`src/rtl/mod_counter_pkg.sv`:
```
// -----------------------------------------------------------------------------
// mod_counter_pkg
// Shared constants for the parametrised modulo counter and its next-state
// helper. Direction and mode encodings are kept here so that controllers
// driving the counter and the counter itself agree on the meaning of up_dn
// and of the SATURATE parameter.
// -----------------------------------------------------------------------------
package mod_counter_pkg;

  // Counting direction as seen on the up_dn port.
  localparam logic DIR_UP = 1'b1;
  localparam logic DIR_DN = 1'b0;

  // Terminal behaviour selected by the SATURATE parameter.
  localparam int MODE_WRAP = 0;
  localparam int MODE_SAT  = 1;

endpackage : mod_counter_pkg

```
`src/rtl/mod_counter_next.sv`:
```
// -----------------------------------------------------------------------------
// mod_counter_next
// Purely combinational next-count and terminal-flag generator for mod_counter.
// It assumes the count is enable-qualified by the caller: it always reports
// the step that would be taken if counting were enabled this cycle.
//
// Ports:
//   cnt_i       current count (always within 0..MODULUS-1)
//   up_dn_i     direction, DIR_UP counts up, DIR_DN counts down
//   cnt_next_o  count after one enabled step (wrap or saturate applied)
//   terminal_o  count sits at the terminal value for the current direction
// -----------------------------------------------------------------------------
module mod_counter_next
  import mod_counter_pkg::*;
#(
  parameter int WIDTH    = 6,
  parameter int MODULUS  = 64,
  parameter int SATURATE = MODE_WRAP
) (
  input  logic [WIDTH-1:0] cnt_i,
  input  logic             up_dn_i,
  output logic [WIDTH-1:0] cnt_next_o,
  output logic             terminal_o
);

  // Largest legal count. Expressed in WIDTH bits so that MODULUS == 2**WIDTH
  // and MODULUS < 2**WIDTH take exactly the same comparison path.
  localparam logic [WIDTH-1:0] MAX_CNT  = WIDTH'(MODULUS - 1);
  localparam logic [WIDTH-1:0] ZERO_CNT = '0;
  localparam logic [WIDTH-1:0] ONE_CNT  = WIDTH'(1);

  logic atMax;
  logic atZero;

  assign atMax  = (cnt_i == MAX_CNT);
  assign atZero = (cnt_i == ZERO_CNT);

  // Terminal is direction dependent: top of range going up, zero going down.
  assign terminal_o = (up_dn_i == DIR_UP) ? atMax : atZero;

  // Next count. The increment/decrement is only taken away from the terminal,
  // so the raw WIDTH-bit arithmetic can never step outside 0..MODULUS-1 and
  // never relies on natural 2**WIDTH rollover.
  always_comb begin
    cnt_next_o = cnt_i;
    if (up_dn_i == DIR_UP) begin
      if (!atMax) begin
        cnt_next_o = cnt_i + ONE_CNT;
      end else if (SATURATE == MODE_SAT) begin
        cnt_next_o = cnt_i;
      end else begin
        cnt_next_o = ZERO_CNT;
      end
    end else begin
      if (!atZero) begin
        cnt_next_o = cnt_i - ONE_CNT;
      end else if (SATURATE == MODE_SAT) begin
        cnt_next_o = cnt_i;
      end else begin
        cnt_next_o = MAX_CNT;
      end
    end
  end

endmodule : mod_counter_next

```
`src/rtl/mod_counter.sv`:
```
// -----------------------------------------------------------------------------
// mod_counter
// Parametrised up/down modulo counter with synchronous clear and load,
// wrap or saturate terminal behaviour, a combinational terminal-count output
// and a sticky overflow/underflow flag. With default parameters and
// up_dn=1, clr=0, load=0 it behaves exactly like the legacy 6-bit enable
// counter.
//
// Parameters:
//   WIDTH     count register width (2..16)
//   MODULUS   count range 0..MODULUS-1, 2 <= MODULUS <= 2**WIDTH
//   SATURATE  MODE_WRAP (0) wraps at terminal, MODE_SAT (1) holds
//
// Ports:
//   clk       rising-edge clock
//   rst       asynchronous active-high reset (cnt=0, ovf=0)
//   clr       synchronous clear of cnt and ovf, highest edge priority
//   load      synchronous load of load_val (clamped to MODULUS-1)
//   load_val  value to load
//   en        count enable
//   up_dn     1 counts up, 0 counts down
//   cnt       registered count
//   cout      en & terminal, combinational
//   ovf       sticky flag, set by any enabled step taken at the terminal
// -----------------------------------------------------------------------------
module mod_counter
  import mod_counter_pkg::*;
#(
  parameter int WIDTH    = 6,
  parameter int MODULUS  = 64,
  parameter int SATURATE = MODE_WRAP
) (
  input  logic             clk,
  input  logic             rst,
  input  logic             clr,
  input  logic             load,
  input  logic [WIDTH-1:0] load_val,
  input  logic             en,
  input  logic             up_dn,
  output logic [WIDTH-1:0] cnt,
  output logic             cout,
  output logic             ovf
);

  localparam logic [WIDTH-1:0] MAX_CNT = WIDTH'(MODULUS - 1);

  logic [WIDTH-1:0] cnt_q;
  logic [WIDTH-1:0] cnt_d;
  logic             ovf_q;
  logic             ovf_d;
  logic [WIDTH-1:0] step_cnt;
  logic             terminal;
  logic [WIDTH-1:0] load_clamped;

  mod_counter_next #(
    .WIDTH    (WIDTH),
    .MODULUS  (MODULUS),
    .SATURATE (SATURATE)
  ) u_next (
    .cnt_i      (cnt_q),
    .up_dn_i    (up_dn),
    .cnt_next_o (step_cnt),
    .terminal_o (terminal)
  );

  // Out-of-range load values are clamped so the register never holds a
  // count the next-state logic was not designed for.
  assign load_clamped = (load_val > MAX_CNT) ? MAX_CNT : load_val;

  // Edge priority clr > load > en > hold. ovf only reacts to clr (clear) and
  // to an enabled step at the terminal; a load leaves it untouched.
  always_comb begin
    cnt_d = cnt_q;
    ovf_d = ovf_q;
    if (clr) begin
      cnt_d = '0;
      ovf_d = 1'b0;
    end else if (load) begin
      cnt_d = load_clamped;
    end else if (en) begin
      cnt_d = step_cnt;
      if (terminal) begin
        ovf_d = 1'b1;
      end
    end
  end

  // State register with asynchronous reset.
  always_ff @(posedge clk or posedge rst) begin
    if (rst) begin
      cnt_q <= '0;
      ovf_q <= 1'b0;
    end else begin
      cnt_q <= cnt_d;
      ovf_q <= ovf_d;
    end
  end

  assign cnt  = cnt_q;
  assign ovf  = ovf_q;
  assign cout = en & terminal;

endmodule : mod_counter

```
`config.mk`:
```
export PLATFORM = sky130hd
export DESIGN_NAME = mod_counter
export DESIGN_NICKNAME = d
export VERILOG_FILES = /design/src/rtl/mod_counter_pkg.sv /design/src/rtl/mod_counter_next.sv /design/src/rtl/mod_counter.sv
export SDC_FILE = /design/constraint.sdc
export NUM_CORES = 1
export LEC_CHECK = 0
export BUFFER_PORTS_ARGS = -buffer_cell sky130_fd_sc_hd__buf_2
export CAP_MARGIN = 20
export CORE_MARGIN = 2
export CORE_UTILIZATION = 50
export CTS_BUF_LIST = sky130_fd_sc_hd__clkbuf_8
export DETAILED_ROUTE_END_ITERATION = 12
export PLACE_DENSITY = 0.83
export SYNTH_ARGS = -nofsm -noshare
export SYNTH_HDL_FRONTEND = slang
export SYNTH_SLANG_ARGS = --single-unit
```
`constraint.sdc`:
```
create_clock -name clk -period 4.7 [get_ports clk]
set_input_delay 0.94 -clock clk [delete_from_list [all_inputs] [get_ports clk]]
set_output_delay 0.94 -clock clk [all_outputs]
set_load 0.1 [all_outputs]
```
Word level (Yosys, flattened, before mapping)
Cells that the tools add are included.

Input bits: 12. Output and inout port bits: 8. Flip-flop bits (word level): 7. Logic and storage cells: 25.

$lt $le $gt $ge: 1. Bitwise logic cells: 1. Reduce and logical (&&, ||, !) cells: 5. Muxes and demuxes: 12. Add/sub/neg operators: 2. Eq/ne operators: 2.

Operator list (number): $mux W6 (7); $add A6 B1 Y6 const B (1); $eq A6 B6 Y1 const B (1); $gt A6 B6 Y1 const B (1); $logic_not A6 Y1 (1); $sub A6 B1 Y6 const B (1); $mux W1 (5); $reduce_bool A2 Y1 (2); $reduce_and A3 Y1 (1); $reduce_bool A3 Y1 (1); $ne A2 B2 Y1 const B (1); $and A1 B1 Y1 (1).

Logic depth before layout (Yosys ltp)
Depth in word-level cells: 6. Depth in mapped cells: 7. Gate-level depth less buffers: 6.

Modules after synthesis
Synthesis repeated with hierarchy kept, for this count alone.

Cell total of the unflattened synthesis: 69. Area total of the unflattened synthesis: 616.8 um^2.

By module, submodules not included: mod_counter (seq. area each 175.2 um^2, times used 1, area each 360.3 um^2, cells each 32); mod_counter_next (seq. area each 0.0 um^2, times used 1, area each 256.5 um^2, cells each 37).

Worst setup path after synthesis
OpenSTA, ideal clock, no wires.

Path type: flip-flop to output port. Start: register cnt_q[0] (netlist: cnt[0]). End: output port cout. Path slack: 0.575 ns. Path buffers: 1. Data arrival time: 3.185 ns. Cell stages (with the launch flop): 8. Data required time: 3.760 ns. Cell sequence: dfrtp_1 > buf_6 > inv_1 > ha_1 > or3b_4 > nor4_2 > nor2_1 > nor2_1.

Cells in the longest elaborated chain, start to end: 3. Elaborated cells between the ends (all ways): 4. Those cells by class: 1 x eq/ne; 1 x mux; 1 x bitwise; 1 x reduce/logical.

RTL lines: from (decl) (line mod_counter.sv:47) `logic [WIDTH-1:0] cnt_q;`; from (signal assigned) (line mod_counter.sv:94) `cnt_q <= cnt_d;`; $eq A6 B6 Y1 / $logic_not A6 Y1 (equally long branches) (line mod_counter_next.sv:35, mod_counter_next.sv:36); $mux W1 (*) (line mod_counter_next.sv:39) `assign terminal_o = (up_dn_i == DIR_UP) ? atMax : atZero;`; $and A1 B1 Y1 (*) (line mod_counter.sv:101) `assign cout = en & terminal;`; to (decl) (line mod_counter.sv:41) `output logic cout,`.

Mark *: on every way between the ends. The rest lies on a longest branch, timed or not.

Worst setup path after layout
Same ends and word-level chain as after synthesis.

==> run metrics <==
post-synthesis xor/xnor area fraction=2.37%; Yosys reg bits=7; HP Start=ovf; DP Area=791 µm²; Hold Buf Count CTS=0; via count=744; Worst VDD drop=~0.18 mV; Netlist Area Pre-Place=between 700 and 800 µm²; Logic pwr share=about 37%; number of fill cells=about 110; Worst Hold Class=reg2reg; Max-Cap Viols=0; vias in the first global route=around 650; grt peak-use layer=met2; fmax=between 0.3 and 0.4 GHz; Clock power frac=32.2%; IO buf count=19; sequential power share=30.4%; Reg-to-Reg Start=cnt[0]; proportion of layout cells with a drive suffix above 1=roughly 28%; Initial Utilization=55.4%; DR iter-0 viols=13; R2R depth=6; core area=1330 µm²; Area Overhead vs Synth=13.0%; Worst EP required=3.76 ns; Final HPWL DP=1.23 mm; Critical Path Sink=cout; cell area after layout=836 µm²; largest net degree at the start of global routing=18; final worst path period need=around 3.3 ns; Via density=6.20; met2 Use GR=between 30 and 40%; reg2reg setup slack=2.85 ns; WS Path Type=reg2out; Final ANT Viol Nets=0; Root Driver=clkbuf_8; top_reg_cell synth=dfrtp_1; Synth Instances=90; syn nets=105; NetSw=0.000104 W; Chip Width=42.5 µm; Setup-failing EPs final=0; compound-gate portion of the synthesized area=27.7%; # Post-CTS Setup Buffers=0; CP arrival=2.36 ns; cts bufs inserted=3; Slew Limit Fails=0; M3 GR Usage=1.72%; worst r2r dst=cnt[2]; Ys Warns=0; Final Cycle Share=70.2%; final wirelength=1.82 mm; Pwr Density=303 nW/µm²; Pre-Repair DR Iteration Count=6; mux cell area share after synthesis=1.52%; Ant. Diodes=0; Die Area=around 1800 µm²; io pins=20; internal power=0.000149 W; most frequent cells in the layout=buf_2 (19), a21oi_1 (8), nor2_1 (7), dfrtp_1 (7), inv_1 (6); Row Count=13; post-CTS sizing=0; setup_tns=0 ns; Routed wire per std cell=15.2 µm; H-Tree Depth=1; crit path from=cnt[0]; slew at the pin closest to its max-slew limit=~0.48 ns; nets=121; largest family of logic cells by synthesized area=simple AND/OR/NAND/NOR gates; clock latency on the worst-skew pair=~0.22 ns; Die H=between 40 and 50 µm; Slew HR=67.9%; leakage power total=between 0.3 and 0.4 nW; CTS sink count=7; register area share after synthesis=between 20% and 30%; final hold viol count=0; crit path max fanout=11; run status=finished clean; Max Root-Sink Buffers=2; Post-synth EDFFs=0; commonest non-fill, non-tap cell in the layout=buf_2; CTS tree=built; unrepaired setup endpoints after global routing=no; startpoint type of the worst setup path=flip-flop; GR Util All Layers=approximately a fifth; first-pass GRT wire length=2.93 mm; DR DRC count=0; simple-gate share of the synthesized area=28.1%; initial antenna violation count=0; CP endpoint kind=output pin; Sw Share=41.0%; fraction of registers with async set/reset=100%; clock-pin slew on the worst setup and hold paths=0.04 ns; area share of fa/ha/maj cells after synthesis=5.08%; Mean Syn Cell Area=between 8 and 9 µm²; GR Util met1=28.5%; Worst Skew=0.000483 ns; Routability Congestion=0.865; grt ovf=0; post-synth cell types=44
-- synth_stat cells, drive strengths merged, types with 2 or more instances --
master | number | area share, %
a211oi | 2 | 2.7
ha | 3 | 5.1
nand2 | 3 | 1.5
a21o | 2 | 2.0
dfrtp | 7 | 24
nor2 | 8 | 4.4
buf | 7 | 8.0
nor3 | 5 | 4.1
inv | 6 | 3.0
o21ai | 4 | 2.7
a21oi | 8 | 5.4
o31ai | 2 | 2.0
nand3 | 6 | 4.7
nor3b | 4 | 4.1
xor2 | 2 | 2.4
o211ai | 2 | 2.0
-- sequential cells by signal (all words and copies together), names as in the netlist --
register,count
cnt,6
ovf,1
-- per-stage QoR --
step	power [W]	utilization, %	cells	worst slack (ns)	hold WS [ns]
2_1_floorplan	0.000156	-	90	0.575	0.743
3_3_place_gp	0.000169	59.3	116	1.72	0.475
3_5_place_dp	0.000171	59.3	116	1.71	0.483
4_1_cts	0.000254	62.7	120	1.40	0.493
5_1_grt	0.000266	62.7	120	1.26	0.506
6_report	0.000253	62.7	120	1.40	0.492
-- critical path, stage by stage, from the launching register on --
cell     delay, ns
dfrtp_1       0.49
inv_1         0.19
ha_1          0.18
or3b_4        0.42
nor4_2        0.22
nor2_1        0.11
nor2_1        0.10
buf_2         0.43
-- cells by family after synthesis --
group	Yosys count
AO/OA/AOI/OAI	29
XOR/XNOR	2
adder cells (fa/ha/maj)	3
buffers and inverters	14
flip-flops	7
multiplexers	1
AND/OR/NAND/NOR	34
-- power by group through the flow --
| stage | clock, W | sequential [W] | combinational, W |
|---|---|---|---|
| final | 0.0000815 | 0.0000769 | 0.0000948 |
| after global routing | 0.0000864 | 0.0000784 | 0.000101 |
| after CTS | 0.0000823 | 0.0000768 | 0.0000946 |
| after detailed placement | 0 | 0.0000775 | 0.0000932 |
| after global placement | 0 | 0.0000769 | 0.0000922 |
| after floorplan | 0 | 0.000103 | 0.0000537 |
-- layout make-up --
cell class	instances	area [µm²]	area share [%]
Clock inverter	1	3.75	0.449
Multi-Input combinational cell	69	479	57.3
Tap cell	15	18.8	2.25
Sequential cell	7	175	21.0
Inverter	6	22.5	2.69
Timing Repair Buffer	19	95.1	11.4
Clock buffer	3	41.3	4.94
-- worst min path at each step --
stage / end / cells after the start
2_1_floorplan: cnt[0] / 1
3_3_place_gp: ovf / 1
3_5_place_dp: ovf / 1
4_1_cts: ovf / 1
5_1_grt: ovf / 1
6_report: ovf / 1
-- metal layers --
| layer | up-vias | wire length (µm) | share of wire (%) |
|---|---|---|---|
| li1 | 360 | - | - |
| met1 | 352 | 858 | 47 |
| met2 | 26 | 854 | 47 |
| met3 | 6 | 71 | 3.9 |
| met4 | 0 | 36 | 2.0 |
| met5 | - | 0 | 0 |
Note: power is estimated with default switching activity, not from simulation.
